===== config.mk =====
export PLATFORM = sky130hd
export DESIGN_NAME = instruction_writeback
export DESIGN_NICKNAME = d
export VERILOG_FILES = /design/src/rtl/instruction_writeback.sv
export SDC_FILE = /design/constraint.sdc
export NUM_CORES = 1
export LEC_CHECK = 0
export ABC_AREA = 1
export CORE_UTILIZATION = 35
export CTS_CLUSTER_DIAMETER = 30
export DETAILED_ROUTE_END_ITERATION = 16
export PLACE_DENSITY = 0.62
export SYNTH_ARGS = -nofsm -noshare
export SYNTH_HDL_FRONTEND = slang
export SYNTH_SLANG_ARGS = --single-unit

===== constraint.sdc =====
create_clock -name clk -period 1.6 [get_ports clk]
set_input_delay 0.32 -clock clk [delete_from_list [all_inputs] [get_ports clk]]
set_output_delay 0.32 -clock clk [all_outputs]
set_load 0.01 [all_outputs]

===== src/rtl/instruction_writeback.sv =====
// Final pipeline stage: retires one instruction per handshake, waits a bounded
// time for load data, aligns/extends it and drives the register-file write port.
module instruction_writeback #(
  parameter int unsigned RSP_TIMEOUT = 16,
  parameter logic [4:0]  OP_LOAD     = 5'd1,
  parameter logic [4:0]  OP_STORE    = 5'd2,
  parameter logic [4:0]  OP_BRANCH   = 5'd3
) (
  input  logic        clk,
  input  logic        rstf,
  input  logic [31:0] t_instr,
  input  logic        t_instr_valid,
  output logic        t_instr_ready,
  input  logic [31:0] iPC,
  input  logic [4:0]  iDecodedOP,
  input  logic [31:0] maAluValue,
  input  logic [31:0] dbus_rsp_data,
  input  logic        dbus_rsp_valid,
  output logic        rf_wr_en,
  output logic [4:0]  rf_wr_addr,
  output logic [31:0] rf_wr_data,
  output logic        retire_valid,
  output logic [31:0] retire_pc,
  output logic        load_timeout,
  output logic [63:0] instret
);

  typedef enum logic {
    IDLE     = 1'b0,
    WAIT_RSP = 1'b1
  } state_t;

  localparam logic [7:0] TIMEOUT_CNT = 8'(RSP_TIMEOUT);

  function automatic logic [31:0] align_load(input logic [31:0] data,
                                             input logic [2:0]  f3,
                                             input logic [1:0]  a);
    logic [7:0]  byte_v;
    logic [15:0] half_v;
    byte_v = 8'(data >> {a, 3'b000});
    half_v = 16'(data >> {a[1], 4'b0000});
    case (f3)
      3'b000:  align_load = {{24{byte_v[7]}}, byte_v};
      3'b001:  align_load = {{16{half_v[15]}}, half_v};
      3'b100:  align_load = {24'h000000, byte_v};
      3'b101:  align_load = {16'h0000, half_v};
      default: align_load = data;
    endcase
  endfunction

  state_t      state_q, state_d;
  logic [4:0]  rd_q, rd_d;
  logic [2:0]  f3_q, f3_d;
  logic [1:0]  addr_q, addr_d;
  logic [31:0] pc_q, pc_d;
  logic [7:0]  cnt_q, cnt_d;

  logic        wr_en_q, wr_en_d;
  logic [4:0]  wr_addr_q, wr_addr_d;
  logic [31:0] wr_data_q, wr_data_d;
  logic        ret_q, ret_d;
  logic [31:0] ret_pc_q, ret_pc_d;
  logic        to_q, to_d;
  logic [63:0] instret_q, instret_d;

  logic [4:0]  rd;
  logic [2:0]  funct3;
  logic        is_load;
  logic        wr_allowed;
  logic        accept;
  logic        unused_instr_bits;

  assign rd                = t_instr[11:7];
  assign funct3            = t_instr[14:12];
  assign unused_instr_bits = ^{t_instr[31:15], t_instr[6:0]};
  assign is_load           = (iDecodedOP == OP_LOAD);
  assign wr_allowed        = (iDecodedOP != OP_STORE) && (iDecodedOP != OP_BRANCH) && (rd != '0);
  assign t_instr_ready     = (state_q == IDLE);
  assign accept            = t_instr_valid & t_instr_ready;

  always_comb begin
    state_d   = state_q;
    rd_d      = rd_q;
    f3_d      = f3_q;
    addr_d    = addr_q;
    pc_d      = pc_q;
    cnt_d     = cnt_q;
    wr_en_d   = 1'b0;
    wr_addr_d = wr_addr_q;
    wr_data_d = wr_data_q;
    ret_d     = 1'b0;
    ret_pc_d  = ret_pc_q;
    to_d      = 1'b0;

    case (state_q)
      IDLE: begin
        if (accept) begin
          if (is_load && !dbus_rsp_valid) begin
            rd_d    = rd;
            f3_d    = funct3;
            addr_d  = maAluValue[1:0];
            pc_d    = iPC;
            cnt_d   = '0;
            state_d = WAIT_RSP;
          end else begin
            ret_d     = 1'b1;
            ret_pc_d  = iPC;
            wr_en_d   = wr_allowed;
            wr_addr_d = rd;
            wr_data_d = is_load ? align_load(dbus_rsp_data, funct3, maAluValue[1:0])
                                : maAluValue;
          end
        end
      end
      WAIT_RSP: begin
        // Response is checked before the deadline so a reply at the limit still wins.
        if (dbus_rsp_valid) begin
          ret_d     = 1'b1;
          ret_pc_d  = pc_q;
          wr_en_d   = (rd_q != '0);
          wr_addr_d = rd_q;
          wr_data_d = align_load(dbus_rsp_data, f3_q, addr_q);
          state_d   = IDLE;
        end else if (cnt_q >= TIMEOUT_CNT) begin
          to_d    = 1'b1;
          state_d = IDLE;
        end else begin
          cnt_d = cnt_q + 8'd1;
        end
      end
      default: state_d = IDLE;
    endcase

    instret_d = ret_d ? instret_q + 64'd1 : instret_q;
  end

  always_ff @(posedge clk or negedge rstf) begin
    if (!rstf) begin
      state_q   <= IDLE;
      rd_q      <= '0;
      f3_q      <= '0;
      addr_q    <= '0;
      pc_q      <= '0;
      cnt_q     <= '0;
      wr_en_q   <= 1'b0;
      wr_addr_q <= '0;
      wr_data_q <= '0;
      ret_q     <= 1'b0;
      ret_pc_q  <= '0;
      to_q      <= 1'b0;
      instret_q <= '0;
    end else begin
      state_q   <= state_d;
      rd_q      <= rd_d;
      f3_q      <= f3_d;
      addr_q    <= addr_d;
      pc_q      <= pc_d;
      cnt_q     <= cnt_d;
      wr_en_q   <= wr_en_d;
      wr_addr_q <= wr_addr_d;
      wr_data_q <= wr_data_d;
      ret_q     <= ret_d;
      ret_pc_q  <= ret_pc_d;
      to_q      <= to_d;
      instret_q <= instret_d;
    end
  end

  assign rf_wr_en     = wr_en_q;
  assign rf_wr_addr   = wr_addr_q;
  assign rf_wr_data   = wr_data_q;
  assign retire_valid = ret_q;
  assign retire_pc    = ret_pc_q;
  assign load_timeout = to_q;
  assign instret      = instret_q;

endmodule


======== Word level (Yosys, flattened, before mapping) ========
Cells that the tools add are included.
word-level totals
  flip-flop bits (word level) ............. 187
  bits of input ports ..................... 137
  output and inout port bits .............. 137
  word-level logic and storage cells ...... 84
operators by class
  add/subtract/negate cells ............... 2
  magnitude comparators ................... 1
  equality and inequality tests ........... 15
  shift operators ......................... 4
  muxes and demuxes ....................... 36
  bitwise gates (word level) .............. 2
  reduce and logical (&&, ||, !) cells .... 11
operator list
  kind                                                                                 number
  32-bit one-hot mux with 4 select lines                                               2
  32-bit two-way mux                                                                   7
  32-bit one-hot mux with 2 select lines                                               2
  64-bit by 1-bit adder with 64-bit output, second input constant                      1
  32-bit by 5-bit >> shifter with 16-bit output                                        2
  32-bit by 5-bit >> shifter with 8-bit output                                         2
  8-bit two-way mux                                                                    4
  8-bit one-hot mux with 2 select lines                                                1
  5-bit two-way mux                                                                    3
  1-bit two-way mux                                                                    13
  3-bit equality test, second input constant                                           4
  5-bit by 2-bit != test with 1-bit output, second input constant                      2
  5-bit one-hot mux with 2 select lines                                                1
  5-bit nonzero test                                                                   2
  8-bit by 1-bit adder with 8-bit output, second input constant                        1
  8-bit by 5-bit greater-or-equal comparator with 1-bit output, second input constant  1
  2-bit != test, second input constant                                                 4
  3-bit by 1-bit equality test with 1-bit output, second input constant                2
  3-bit zero test                                                                      2
  1-bit one-hot mux with 2 select lines                                                3
  3-bit AND reduction                                                                  2
  5-bit by 1-bit equality test with 1-bit output, second input constant                1
  2-bit by 1-bit != test with 1-bit output, second input constant                      2
  4-bit AND reduction                                                                  1
  4 further kinds                                                                      6

======== Longest topological paths before layout ========
  depth after elaboration ................. 6
  depth in mapped cells ................... 11
  mapped depth without buffers ............ 11

======== Worst setup path after synthesis ========
No wires, ideal clock.
  path type ............................... register to register
  start ................................... register instret_q[0], in the netlist instret[0]
  end ..................................... register instret_q[58], in the netlist instret[58]
  library setup time ...................... 0.116 ns
  arrival ................................. 1.566 ns
  data required time ...................... 1.484 ns
  setup slack ............................. -0.082 ns
  cell stages (with the launch flop) ...... 11
  path buffers ............................ 0
  period minus slack after synthesis ...... 1.682 ns
  path through ............................ dfrtp_1 -> ha_1 -> inv_2 -> nor2_4 -> nand2_2 -> nor2_1 -> nand2_1 -> o21ai_1 -> nand2_1 -> nand2_1 -> nand2_1
between the ends
  cells in the longest elaborated chain, start to end .. 1
ends and longest elaborated chain
  what                                      line  RTL
  start, declared                           64    logic [63:0] instret_q, instret_d;
  start signal, assigned                    165   instret_q <= instret_d;
  64-bit by 1-bit adder with 64-bit output  134   instret_d = ret_d ? instret_q + 64'd1 : instret_q;
Every way passes these cells.
A chain may end at the register's enable or synchronous reset.

======== Final worst setup path ========
  start ................................... register instret_q[5], in the netlist instret[5]
  end ..................................... register instret_q[18], in the netlist instret[18]
Same word-level chain as after synthesis.

==> metrics.md <==
| Metric | Value |
|---|---|
| Outcome | `complete, but fails checks` |
| Violated checks | `negative setup slack` |
| Comb power frac | `34.3%` |
| Routed WL | `46700 um` |
| IO Port Bufs | `249` |
| Fill cells | `3029` |
| Final hold vios | `0` |
| Met1 usage | `34.62%` |
| DR WL/cell | `17.09 um` |
| Final Core Density | `56.51%` |
| Hold crit path type | `input port to register` |
| CTS Buffer Depth | `2` |
| Worst Max-Slew Pin Slew | `0.4628 ns` |
| Routed vias | `13820` |
| Switch share | `35.28%` |
| Shortest period the worst path allows | `1.781 ns` |
| Vias/cell | `5.059` |
| Die extent in y | `184.5 um` |
| Post-route clock period utilization | `111.3%` |
| Proportion of layout cells with a drive suffix above 1 | `26.39%` |
| Synth top area share | `40.15%` |
| Die area | `0.03404 sq mm` |
| FP Rows | `66` |
| Worst-Skew Late Latency | `0.46 ns` |
| CTS buffer count | `17` |
| Area of the multi-input gates | `0.007072 sq mm` |
| Synth async-reset ratio | `100.0%` |
| DRC violations left | `0` |
| EDFF count, synth | `0` |
| Peak fanout along the critical path | `6` |
| Max IR drop VDD | `0.8269 mV` |
| CP arrival | `2.11 ns` |
| Met3 usage | `4.011%` |
| Non-filler cells, final | `2732` |
| Setup CP Type | `register to register` |
| CTS H-tree depth | `4` |
| Critical path required time | `1.93 ns` |
| Power Total | `15.65 mW` |
| Final GP Congestion | `0.9676` |
| PnR worst setup slack | `-0.1807 ns` |
| CP endpoint kind | `register` |
| DRT antenna net count | `0` |
| Total number of yosys warnings | `0` |
| RSZ-0062 raised after global routing | `true` |
| Clock share of power | `28.5%` |
| Top-Level Pins | `274` |
| Mapped Area | `0.01166 sq mm` |
| Remaining Overflow, GRT | `0` |
| Relative slew margins | `69.15%` |
| Post-synthesis register bit count | `187` |
| Cell Area, Placed | `0.01602 sq mm` |
| Final cell area excluding filler cells | `0.01843 sq mm` |
| Top Usage Layer GRT | `met2` |
| Met2 Usage GRT | `43.89%` |
| Count leader, synth | `nand2_1` |
| Nets@finish | `2416` |
| Core ar. | `0.03262 sq mm` |
| Main area contributors after synthesis | `dfrtp_1, nand2_1, nor2_1, inv_1, a21oi_1` |
| Gr usage total | `26.18%` |
| Seq. cell area | `0.004713 sq mm` |
| Placed Cells | `2611` |
| Main synth FF type | `dfrtp_1` |
| Final setup violation count | `31` |
| Syn Area/Cell | `6.494 sq um` |
| Post-synth top cells | `nand2_1, nor2_1, dfrtp_1, inv_1, a21oi_1` |
| First-pass GRT wire length | `69280 um` |
| Worst Setup Start Kind | `register` |
| TritonCTS clock tree | `done` |
| Gate Count Post-Synth | `1795` |
| Sw Pwr | `5.521 mW` |
| Vias in the first global route | `13070` |
| Max frequency | `561.6 MHz` |
| First DRT Iteration DRCs | `1126` |
| CTS root buffer | `clkbuf_16` |
| Pwr dens | `848.9 mW/mm^2` |
| Static leakage | `9.219 nW` |
| Clk sinks | `187` |
| Pre-CTS setup slack | `-0.4464 ns` |
| Area Growth Syn to Fin | `58.15%` |
| Clk slew on worst S/H paths | `0.08 ns` |
| Seq pwr share | `37.3%` |
| Initial antenna violation count | `1` |
| Post-synthesis sequential area ratio | `40.15%` |
| Die X | `184.5 um` |
| Clock Skew | `0.01670 ns` |
| DP Wirelength | `31660 um` |
| Initial DRT Pass Iterations | `7` |
| Syn Nets | `1935` |
| Initial core utilization | `35.73%` |
| Yosys cell types | `35` |
| Cell taking the most area after synthesis | `dfrtp_1` |
| Max-cap viol count | `0` |
| Slew Limit Fails | `0` |
| Largest net degree at the start of global routing | `68` |
| Int Pwr | `10.13 mW` |
==> logic make-up after synthesis <==
| logic type | after synthesis | share of synthesized area (%) |
|---|---|---|
| adder cells (fa/ha/maj) | 3 | 0.3221 |
| buffers and inverters | 228 | 8.147 |
| AND/OR/NAND/NOR | 1124 | 38.81 |
| XOR/XNOR | 34 | 2.555 |
| AO/OA/AOI/OAI | 219 | 10.01 |
| flip-flops | 187 | 40.15 |
==> layer usage <==
metal | up-vias | part of all wire [%] | routed length (um)
met5 | - | 0 | 0
met4 | 0 | 3.0 | 1389
met3 | 100 | 6.8 | 3160
met2 | 580 | 48 | 22490
met1 | 6546 | 42 | 19660
li1 | 6594 | - | -
==> worst max-delay path: stages, from the launching register on <==
cell	delay [ns]
dfrtp_1	0.36
buf_4	0.13
nand2_1	0.13
nor2_4	0.21
nand2_4	0.09
buf_6	0.13
nor3_4	0.33
nand2_1	0.13
xnor2_1	0.15
==> cell type report <==
type / count / share of cell area (%)
multi-input combinational: 1380 / 38.36
timing repair buffer: 537 / 26.58
sequential: 187 / 25.57
inverter: 153 / 3.278
tap: 442 / 3.000
clock buffer: 19 / 2.403
clock inverter: 13 / 0.7941
antenna: 1 / 0.01357
==> through the flow <==
step / hold slack [ns] / setup TNS [ns]
final: 0.3643 / -2.021
after global routing: 0.3619 / -5.816
after CTS: 0.4082 / -0.1524
after detailed placement: 0.3232 / -63.28
after global placement: 0.3287 / -57.67
after floorplan: 0.02441 / 0
==> power groups by stage <==
stage          logic [mW]  clock network [mW]  registers, mW
6_report             5.36                4.45           5.83
4_1_cts              4.75                4.54           5.78
2_1_floorplan        1.55                   0           6.05
5_1_grt              5.79                4.74           5.89
3_3_place_gp         4.37                   0           5.94
3_5_place_dp         4.43                   0           5.95
==> state kept, by name (all words and copies together) (netlist names), 2 cells and up <==
| name | count |
|---|---|
| instret | 64 |
| pc_q | 32 |
| retire_pc | 32 |
| rf_wr_data | 32 |
| cnt_q | 8 |
| rd_q | 5 |
| rf_wr_addr | 5 |
| f3_q | 3 |
| addr_q | 2 |
==> worst paths after layout <==
| path | cells past startpoint | start | endpoint | slack, ns |
|---|---|---|---|---|
| setup reg to reg | 8 | instret[5] | instret[18] | -0.18 |
| setup / recovery | 8 | instret[5] | instret[18] | -0.18 |
| hold reg to reg | 2 | pc_q[27] | pc_q[27] | 0.47 |
| min in group asynchronous | 2 | rstf | rf_wr_data[30] | 0.40 |
| hold / removal | 5 | maAluValue[0] | rf_wr_data[0] | 0.36 |
| max in group asynchronous | 3 | rstf | instret[47] | 0.58 |
==> cells in the final DEF (no fill, tap or decap), types with 5 or more instances in the layout <==
cell / synthesis / layout
buf_4: 4 / 235
nand3_2: 3 / 10
xnor2_1: 9 / 9
inv_2: 7 / 11
dfrtp_2: 0 / 27
clkinv_4: 0 / 5
buf_12: 0 / 15
nand3_1: 81 / 73
buf_6: 3 / 33
clkdlybuf4s50_1: 0 / 105
nand2_4: 1 / 31
nand2_1: 762 / 679
clkbuf_16: 0 / 23
clkbuf_2: 0 / 13
inv_8: 0 / 6
nor2_4: 2 / 68
o21ai_2: 1 / 7
inv_1: 145 / 136
a21oi_1: 88 / 87
clkdlybuf4s15_1: 0 / 15
dlygate4sd2_1: 0 / 104
dfrtp_1: 187 / 160
dlymetal6s2s_1: 0 / 6
o21ai_0: 65 / 49
or2_2: 7 / 7
nand4_1: 18 / 18
nand2_2: 9 / 59
nor2_2: 15 / 29
nor2_1: 220 / 140
a31oi_1: 39 / 39
o21ai_1: 19 / 28
xor2_1: 25 / 24
==> what timing repair did <==
item | CTS | global route
cloned | 0 | 9
endpoints found under the hold margin | 34 | 0
pin swaps | 24 | 79
setup buffers | 52 | 28
gates resized for setup | 277 | 302
setup endpoints to repair | 205 | 173
hold buffers | 1 | 0
(Power assumes the default switching activity.)
